## src/rtl/rb_mon_pkg.sv

```systemverilog
// rb_mon_pkg: shared constants, types and saturating-increment helper for the ring buffer monitor.
package rb_mon_pkg;

    localparam int RB_DEPTH  = 8;
    localparam int RB_DATA_W = 16;
    localparam int RB_PTR_W  = 3;
    localparam int RB_CNT_W  = 16;

    typedef logic [15:0] rb_data_t;
    typedef logic [2:0]  rb_ptr_t;

    // Works on counters up to 32 bits wide; w is the live width of v.
    function automatic logic [31:0] sat_inc(input logic [31:0] v, input int w);
        logic [31:0] all_ones;
        all_ones = (32'd1 << w) - 32'd1;
        return (v == all_ones) ? v : v + 32'd1;
    endfunction

endpackage

```

## src/rtl/rb_shadow_mem.sv

```systemverilog
// rb_shadow_mem: shadow copy of the ring buffer contents with per-entry valid bits and write pointer.
module rb_shadow_mem #(
    parameter int DEPTH  = 8,
    parameter int DATA_W = 16,
    parameter int PTR_W  = 3
) (
    input  logic              clk,
    input  logic              reset,
    input  logic              cap,
    input  logic [DATA_W-1:0] din,
    input  logic [PTR_W-1:0]  rd_ptr,
    output logic [DATA_W-1:0] rd_data,
    output logic              rd_valid,
    output logic [PTR_W-1:0]  wr_ptr
);

    logic [DATA_W-1:0] mem [DEPTH];
    logic [DEPTH-1:0]  valid;

    always_ff @(posedge clk)
        if (!reset && cap)
            mem[wr_ptr] <= din;

    // Pointer wraps naturally because DEPTH is 2**PTR_W.
    always_ff @(posedge clk)
        if (reset) begin
            valid  <= '0;
            wr_ptr <= '0;
        end else if (cap) begin
            valid[wr_ptr] <= 1'b1;
            wr_ptr        <= wr_ptr + 1'b1;
        end

    assign rd_data  = mem[rd_ptr];
    assign rd_valid = valid[rd_ptr];

endmodule

```

## src/rtl/ring_buffer_monitor.sv

```systemverilog
// ring_buffer_monitor: checks ring buffer dout against a shadow copy and counts mismatches.
// Define RB_MON_DISPLAY_EN to print each failed check and a final summary in simulation.
module ring_buffer_monitor import rb_mon_pkg::*; #(
    parameter int DEPTH  = RB_DEPTH,
    parameter int DATA_W = RB_DATA_W,
    parameter int PTR_W  = RB_PTR_W,
    parameter int CNT_W  = RB_CNT_W
) (
    input  logic              clk,
    input  logic              reset,
    input  logic              listen,
    input  logic              strobe,
    input  logic [DATA_W-1:0] din,
    input  logic [PTR_W-1:0]  readPtr,
    input  logic [DATA_W-1:0] dout,
    output logic              mismatch,
    output logic              err_sticky,
    output logic [CNT_W-1:0]  err_count,
    output logic [CNT_W-1:0]  check_count,
    output logic [PTR_W-1:0]  last_err_ptr,
    output logic [PTR_W-1:0]  wr_ptr
);

    logic [DATA_W-1:0] rd_data;
    logic              rd_valid;
    logic              fail;

    rb_shadow_mem #(.DEPTH(DEPTH), .DATA_W(DATA_W), .PTR_W(PTR_W)) u_mem (
        .clk      (clk),
        .reset    (reset),
        .cap      (listen && strobe),
        .din      (din),
        .rd_ptr   (readPtr),
        .rd_data  (rd_data),
        .rd_valid (rd_valid),
        .wr_ptr   (wr_ptr)
    );

    // Case inequality so X/Z on dout for a valid entry is flagged.
    assign fail = rd_valid && (dout !== rd_data);

    always_ff @(posedge clk)
        if (reset) begin
            mismatch     <= 1'b0;
            err_sticky   <= 1'b0;
            err_count    <= '0;
            check_count  <= '0;
            last_err_ptr <= '0;
        end else begin
            mismatch <= fail;
            if (rd_valid)
                check_count <= CNT_W'(sat_inc(32'(check_count), CNT_W));
            if (fail) begin
                err_sticky   <= 1'b1;
                err_count    <= CNT_W'(sat_inc(32'(err_count), CNT_W));
                last_err_ptr <= readPtr;
            end
        end

`ifdef RB_MON_DISPLAY_EN
    always @(posedge clk)
        if (!reset && fail)
            $display("%0t rb_mon: readPtr=%0d expected=%h actual=%h", $time, readPtr, rd_data, dout);

    final
        $display("rb_mon: check_count=%0d err_count=%0d", check_count, err_count);
`else
`endif

endmodule

```

## config.mk

```make
export PLATFORM = sky130hd
export DESIGN_NAME = ring_buffer_monitor
export DESIGN_NICKNAME = d
export VERILOG_FILES = /design/src/rtl/rb_mon_pkg.sv /design/src/rtl/rb_shadow_mem.sv /design/src/rtl/ring_buffer_monitor.sv
export SDC_FILE = /design/constraint.sdc
export NUM_CORES = 1
export LEC_CHECK = 0
export ABC_CLOCK_PERIOD_IN_PS = 6000
export BUFFER_PORTS_ARGS = -buffer_cell sky130_fd_sc_hd__buf_2
export CAP_MARGIN = 20
export CORE_AREA = 2 2 135 137
export DETAILED_ROUTE_END_ITERATION = 8
export DIE_AREA = 0 0 137 139
export PLACE_DENSITY = 0.68
export RECOVER_POWER = 100
export SLEW_MARGIN = 20
export SYNTH_ARGS = -nofsm -noshare
export SYNTH_HDL_FRONTEND = slang
export SYNTH_SLANG_ARGS = --single-unit
```

## constraint.sdc

```tcl
create_clock -name clk -period 6 [get_ports clk]
set_input_delay 0.9 -clock clk [delete_from_list [all_inputs] [get_ports clk]]
set_output_delay 0.9 -clock clk [all_outputs]
set_load 0.005 [all_outputs]
```

==> impl_results.md, run 1 <==
* Status: complete, but fails checks
* Violated checks: max-capacitance violations, max-slew violations
* Core area at 0.0177 sq mm
* Clock Tree Buf Depth at 2
* Number of synthesized flops with an enable pin at 128
* Actual slew at the worst max-slew pin at about 2.2 ns
* Total power at between 2000 and 3000 uW
* CTS H-tree lvls at 4
* Setup_tns at 0 ns
* Hold Crit Class: reg2reg
* Multi-input gate area at 0.00236 sq mm
* Clock Root Buffer: clkbuf_16
* Largest net degree at the start of global routing at 52
* Cells after Synth at 502
* Die X at 137 um
* Max-cap violations at 2
* Ant. Diodes at 0
* Top_reg_cell synth: edfxtp_1
* Count of cell types in the netlist at 49
* Ys Warns at 0
* Initial core utilization at between 40% and 50%
* Net Count, Synth at 544
* Register area at 0.00480 sq mm
* Worst-path clk slew at 0.07 ns
* Total power divided by cell area at approximately 300 mW/mm^2
* Residual DRC at 0
* Post-synth top cells: edfxtp_1 (128), dfxtp_1 (48), nor2_1 (41), mux2i_1 (38), nand2_1 (23)
* CTS Hold Buffers Added at 0
* Worst reg2reg setup slack at around 3 ns
* Vias in the first global route at between 4k and 5k
* I/O Pins at 79
* Seq/Total Area, Yosys at between 60% and 70%
* Number of post-CTS setup repair buffers at 0
* Nets at 629
* Req. time, crit path at roughly 6.3 ns
* Via count at 4538
* Mapped Avg Cell Area at 14.6 sq um
* Maximum vdd drop at 0.267 mV
* Yosys top cell by area: edfxtp_1
* Switching Power at 541 uW
* Combinational Power Share at about 4.8%
* Synth top area cells: edfxtp_1 (53%), dfxtp_1 (13%), mux4_2 (5.5%)
* GRT Total Usage at 17.1%
* Final HPWL DP at 9910 um
* Filler cells at 1619
* Count leader, synth: edfxtp_1
* Post-Route WL at 15700 um
* Initial antenna violation count at 0
* Worst Setup Start Kind: input pin
* Drt first pass iters at 5
* RSZ-0062 raised after global routing: false
* Critical Path AT at 4.89 ns
* Avg Vias per Cell at 5.47
* Critical Path Fanout Max at 24
* TritonCTS Buffers at 17
* GRT overflow at 0
* Async set or reset register ratio after synthesis at 0%
* First-pass GRT wire length at 24500 um
* CTS Sinks at 176
* # resized after CTS at 0
* Synthesized flop and latch total at 176
* CTS tree: done
* Slew HR at -43.5%
* Critical path endpoint category: flop
* Sequential power share at between 50 and 60%
* Final Hold Viols at 0
* Internal power at 1960 uW
* # port buffers at 78
* Die Y at approximately 140 um
* Cell Rows at 49
* Setup Crit Path Kind: in2reg
* Post-synth top area share at 52.6%
* Tcrit/Tclk final at around three quarters
* Final slew viol count at 77
* Minimum clock period at about 4.6 ns
* DR iter-0 viols at roughly 360
* Latest clock arrival within the worst-skew pair at 0.43 ns
* GPL Wtd Cong at 0.768
* DIE AREA at 0.0190 sq mm
* Synth-to-Final Area Change at 15.3%
* Mapped cell area at 0.00731 sq mm
* Share of layout cells above drive strength 1 at 16.3%
* Clock Power Share at between 40% and 50%
* Switching Fraction at between 20% and 30%
* Skew final at 0.00884 ns
* Leak pwr at around 0.0030 uW
* Final Setup Violations at 0
* Post-DRT Antenna Nets at 0
* F_max at 218 MHz
* Post-DR wirelength/cell at 18.9 um
## stage by stage
stage | util (%) | hold WS (ns) | instance area (sq um) | instances | setup slack (ns)
floorplan | - | 0.421 | 7310 | 502 | 2.62
global placement | 45.1 | 0.427 | 7960 | 797 | 1.68
detailed placement | 45.1 | 0.440 | 7960 | 797 | 1.54
CTS | 48.3 | 0.456 | 8540 | 829 | 1.98
global route | 47.7 | 0.479 | 8420 | 829 | 1.00
finish | 47.7 | 0.453 | 8420 | 829 | 1.41
## worst max-delay path, stage by stage
cell,delay [ns]
clkbuf_1,1.28
buf_4,0.53
mux2i_1,0.13
a22oi_1,0.23
and3_1,0.18
o2111ai_1,0.14
nor4_2,0.49
and2_1,0.49
nor4_1,0.12
mux2_1,0.36
## registers in the layout (all words and copies together), names as in the netlist
signal        flops
u_mem.valid       8
mismatch          1
check_count      16
u_mem.mem       128
err_count        16
err_sticky        1
last_err_ptr      3
u_mem.wr_ptr      3
## layer usage
layer	vias to the layer above	track usage, %	wire, um
li1	2102	-	-
met2	132	27.3	7540
met4	0	3.74	131
met5	-	0	0
met1	2293	22.9	7060
met3	11	5.30	959
## power by group through the flow
| stage | registers (uW) | logic, uW | clock network [uW] |
|---|---|---|---|
| floorplan | 1340 | 76.5 | 0 |
| global placement | 1340 | 118 | 0 |
| detailed placement | 1340 | 122 | 0 |
| CTS | 1320 | 122 | 1080 |
| global route | 1320 | 131 | 1130 |
| finish | 1320 | 119 | 1070 |
## layout make-up
type	instances	share of cell area, %
Tap cell	229	3.40
Clock inverter	12	1.44
Multi-Input combinational cell	299	28.0
Timing Repair Buffer	88	4.44
Inverter	5	0.223
Clock buffer	20	5.42
Sequential cell	176	57.1
## worst paths after layout
path | cells after the start | endpoint | from
setup / recovery | 10 | err_count[9]$_SDFFE_PP0P_ | readPtr[0]
hold / removal | 1 | u_mem.valid[4]$_SDFFE_PP0P_ | u_mem.valid[4]$_SDFFE_PP0P_
setup reg to reg | 8 | err_count[9]$_SDFFE_PP0P_ | u_mem.mem[3][11]$_DFFE_PP_
hold reg to reg | 1 | u_mem.valid[4]$_SDFFE_PP0P_ | u_mem.valid[4]$_SDFFE_PP0P_
## logic make-up (layout without fill, tap and decap cells)
family | after synthesis | after routing | share of synthesized area [%]
DFF | 176 | 176 | 65.8
and+or+nand+nor | 146 | 146 | 10.3
xor gates and xnor gates | 25 | 25 | 3.00
AOI/OAI and AO/OA | 54 | 54 | 5.29
muxes | 71 | 71 | 13.1
buffers and inverters | 27 | 125 | 2.07
adders and majority gates | 3 | 3 | 0.514
## cells in the final DEF (no fill, tap or decap), types with 4 or more instances in the layout
cell and n:
nand4_1 8, a21oi_1 9, clkbuf_16 17, xnor2_1 5, or3_1 5, nor2b_1 11, nand3_1 16, mux2i_1 38
o21ai_0 6, and3_1 13, nand2_1 23, o22ai_1 4, buf_2 32, a22oi_1 8, edfxtp_1 128, mux2_2 9
mux4_2 18, dfxtp_1 48, and4_1 4, nor2_1 41, clkbuf_1 55, inv_1 5, a22o_1 4, mux2_1 6
xor2_1 20, a21o_1 8, nor4_1 8, inv_6 4, nor3_1 5
(Power assumes the default switching activity.)
==> run 2: changes to the inputs <==
- ABC_CLOCK_PERIOD_IN_PS: 6000 -> 4000
- PLACE_DENSITY: 0.68 -> 0.7
- clock period: 6 -> 4 ns (I/O delays scaled with it)
==> impl_results.md, run 2 (same netlist as run 1, synthesis figures left out) <==
* Status: completed (was complete, but fails checks)
* I/O Pins at 79 (unchanged)
* GPL Wtd Cong at 0.807 (was 0.768)
* Clock Tree Buf Depth at 2 (unchanged)
* Die Y at 139 um (unchanged)
* Tcrit/Tclk final at 82.2%
* Via count at 4544 (was 4538)
* Reg2reg path depth at 8 (unchanged)
* Ant. Diodes at 0 (unchanged)
* Internal power at 3110 uW (was 1960 uW)
* CTS tree: done (unchanged)
* Minimum clock period at 3.29 ns
* Commonest non-fill, non-tap cell in the layout: edfxtp_1 (unchanged)
* TritonCTS Buffers at 17 (unchanged)
* CTS H-tree lvls at 4 (unchanged)
* Crit-path cells: buf_2, clkbuf_1, mux4_2, mux2i_1, xor2_1, nand2_1, nor4_2, and2_1, nor4_1, mux2_1 (was clkbuf_1, buf_4, mux2i_1, a22oi_1, and3_1, o2111ai_1, nor4_2, and2_1, nor4_1, mux2_1)
* Vias in the first global route at 4549 (was 4563)
* Worst reg2reg setup slack at 1.05 ns (was 3.05 ns)
* Die X at 137 um (unchanged)
* Post-Route WL at 16100 um (was 15700 um)
* Worst-path clk slew at 0.07 ns (about the same)
* Cell Rows at 49 (unchanged)
* Clock Power Share at 45.8% (was 42.6%)
* F_max at between 300 and 400 MHz
* Max-cap violations at 0 (was 2)
* Latest clock arrival within the worst-skew pair at 0.43 ns (about the same)
* Post-DRT Antenna Nets at 0 (unchanged)
* Slew HR at 8.00% (was -43.5%)
* Total power divided by cell area at 465 mW/mm^2 (was 297 mW/mm^2)
* GRT Total Usage at 17.5% (was 17.1%)
* Clock Root Buffer: clkbuf_16 (unchanged)
* # port buffers at 78 (unchanged)
* Cell area after layout at 0.00853 sq mm (was 0.00842 sq mm)
* Critical path endpoint category: flop (unchanged)
* Number of post-CTS setup repair buffers at 0 (unchanged)
* Final slew viol count at 0 (was 77)
* Avg Vias per Cell at 5.45 (was 5.47)
* Req. time, crit path at 4.32 ns (was 6.30 ns)
* Final HPWL DP at 10200 um (was 9910 um)
* CTS Sinks at 176 (unchanged)
* Core area at 0.0177 sq mm (unchanged)
* Final Hold Viols at 0 (unchanged)
* RSZ-0062 raised after global routing: false (unchanged)
* DR iter-0 viols at 404 (was 359)
* Critical Path Fanout Max at 23 (was 24)
* Top reg by flops: u_mem.mem (unchanged)
* Maximum vdd drop at 0.330 mV (was 0.267 mV)
* Leak pwr at 0.00306 uW (was 0.00300 uW)
* Post-DR wirelength/cell at 19.3 um (was 18.9 um)
* Reg2reg start: u_mem.mem[7][11]$_DFFE_PP_ (was u_mem.mem[3][11]$_DFFE_PP_)
* Skew final at 0.00669 ns (was 0.00884 ns)
* Crit path to: err_count[3]$_SDFFE_PP0P_ (was err_count[9]$_SDFFE_PP0P_)
* Actual slew at the worst max-slew pin at 1.38 ns (was 2.15 ns)
* Worst Setup Start Kind: input pin (unchanged)
* Nets at 633 (was 629)
* Largest regs: u_mem.mem x128, check_count x16, err_count x16 (unchanged)
* GRT overflow at 0 (unchanged)
* Setup Crit Path Kind: in2reg (unchanged)
* Setup crit start: readPtr[1] (was readPtr[0])
* Sequential power share at 49.7% (was 52.6%)
* Crit path max-delay cell type: clkbuf_1 (unchanged)
* Register area at 0.00480 sq mm (unchanged)
* Filler cells at 1571 (was 1619)
* First-pass GRT wire length at 24800 um (was 24500 um)
* Switching Fraction at 21.7% (was 21.6%)
* Critical path's largest stage delay at 0.46 ns (was 1.28 ns)
* Final Setup Violations at 0 (unchanged)
* Number of flip-flops in the largest register at 128 (unchanged)
* Hold Crit Class: reg2reg (unchanged)
* Commonest cells after routing, fill and taps aside: edfxtp_1 (128), clkbuf_1 (53), dfxtp_1 (48) (was edfxtp_1 (128), clkbuf_1 (55), dfxtp_1 (48))
* Largest net degree at the start of global routing at 51 (was 52)
* Residual DRC at 0 (unchanged)
* Multi-input gate area at 0.00235 sq mm (was 0.00236 sq mm)
* Initial antenna violation count at 1 (was 0)
* Share of layout cells above drive strength 1 at 17.2% (was 16.3%)
* CTS Hold Buffers Added at 0 (unchanged)
* Synth-to-Final Area Change at 16.7% (was 15.3%)
* # resized after CTS at 0 (unchanged)
* Drt first pass iters at 5 (unchanged)
* Switching Power at 861 uW (was 541 uW)
* R2r endpoint: err_count[3]$_SDFFE_PP0P_ (was err_count[9]$_SDFFE_PP0P_)
* Combinational Power Share at 4.5% (was 4.8%)
* DIE AREA at 0.0190 sq mm (unchanged)
* Setup_tns at 0 ns (unchanged)
* Critical Path AT at 3.61 ns (was 4.89 ns)
* Post-placement cell area at 0.00800 sq mm (was 0.00796 sq mm)
* Initial core utilization at 41.4% (unchanged)
-- run 2: changes by cell type in the layout (fill, tap and decap cells not counted), moves of 2 or more --
cell	before	now
bufinv_16	1	4
buf_2	32	35
inv_8	1	3
clkbuf_8	2	0
clkbuf_1	55	53
-- run 2: critical path, delay by kind of cell --
family	cells	cell delay, ns
xor+xnor	1	0.15
mux	3	0.88
buf+inv	2	0.89
simple gates	4	1.06
-- run 2: per-layer routing --
metal  share of wire (%)  up-vias  routed length [um]  GRT usage, %
li1                    -     2107                   -             -
met3                 7.2       16                1150          4.79
met2                  48      168                7710          27.5
met5               0.081        -                  13             0
met1                  44     2251                7020          23.4
met4                 1.3        2                 209          5.91
-- run 2: how the worst min path moves through the flow --
stage | from | to | slack (ns) | depth (start not counted)
after global placement | u_mem.valid[6]$_SDFFE_PP0P_ | u_mem.valid[6]$_SDFFE_PP0P_ | 0.43 | 1
after global routing | u_mem.valid[2]$_SDFFE_PP0P_ | u_mem.valid[2]$_SDFFE_PP0P_ | 0.47 | 1
after CTS | din[4] | u_mem.mem[5][4]$_DFFE_PP_ | 0.41 | 1
after floorplan | u_mem.valid[2]$_SDFFE_PP0P_ | u_mem.valid[2]$_SDFFE_PP0P_ | 0.42 | 1
final | u_mem.valid[6]$_SDFFE_PP0P_ | u_mem.valid[6]$_SDFFE_PP0P_ | 0.45 | 1
after detailed placement | u_mem.valid[6]$_SDFFE_PP0P_ | u_mem.valid[6]$_SDFFE_PP0P_ | 0.44 | 1
-- run 2: metrics by stage --
step / instances / hold slack (ns) / total power (uW) / setup slack, ns / utilization [%]
2_1_floorplan: 502 / 0.421 / 2130 / 0.924 / -
3_3_place_gp: 801 / 0.430 / 2190 / 0.455 / 45.3
3_5_place_dp: 801 / 0.435 / 2200 / 0.251 / 45.3
4_1_cts: 833 / 0.409 / 4000 / 0.713 / 49.0
5_1_grt: 833 / 0.473 / 4080 / 0.465 / 48.3
6_report: 833 / 0.451 / 3970 / 0.714 / 48.3
-- run 2: cell type report --
| class | count | share of cell area [%] |
|---|---|---|
| inverters | 5 | 0.220 |
| well taps | 229 | 3.36 |
| flip-flops and latches | 176 | 56.3 |
| clock inverters | 15 | 2.64 |
| repair buffers | 92 | 4.86 |
| clock buffers | 17 | 4.99 |
| multi-input cells | 299 | 27.6 |
-- run 2: power by group through the flow --
stage          Sequential, uW  Clock, uW  Combinational (uW)
6_report                 1970       1820                 178
5_1_grt                  1970       1910                 196
4_1_cts                  1970       1840                 184
3_5_place_dp             2010          0                 183
3_3_place_gp             2010          0                 179
2_1_floorplan            2010          0                 115
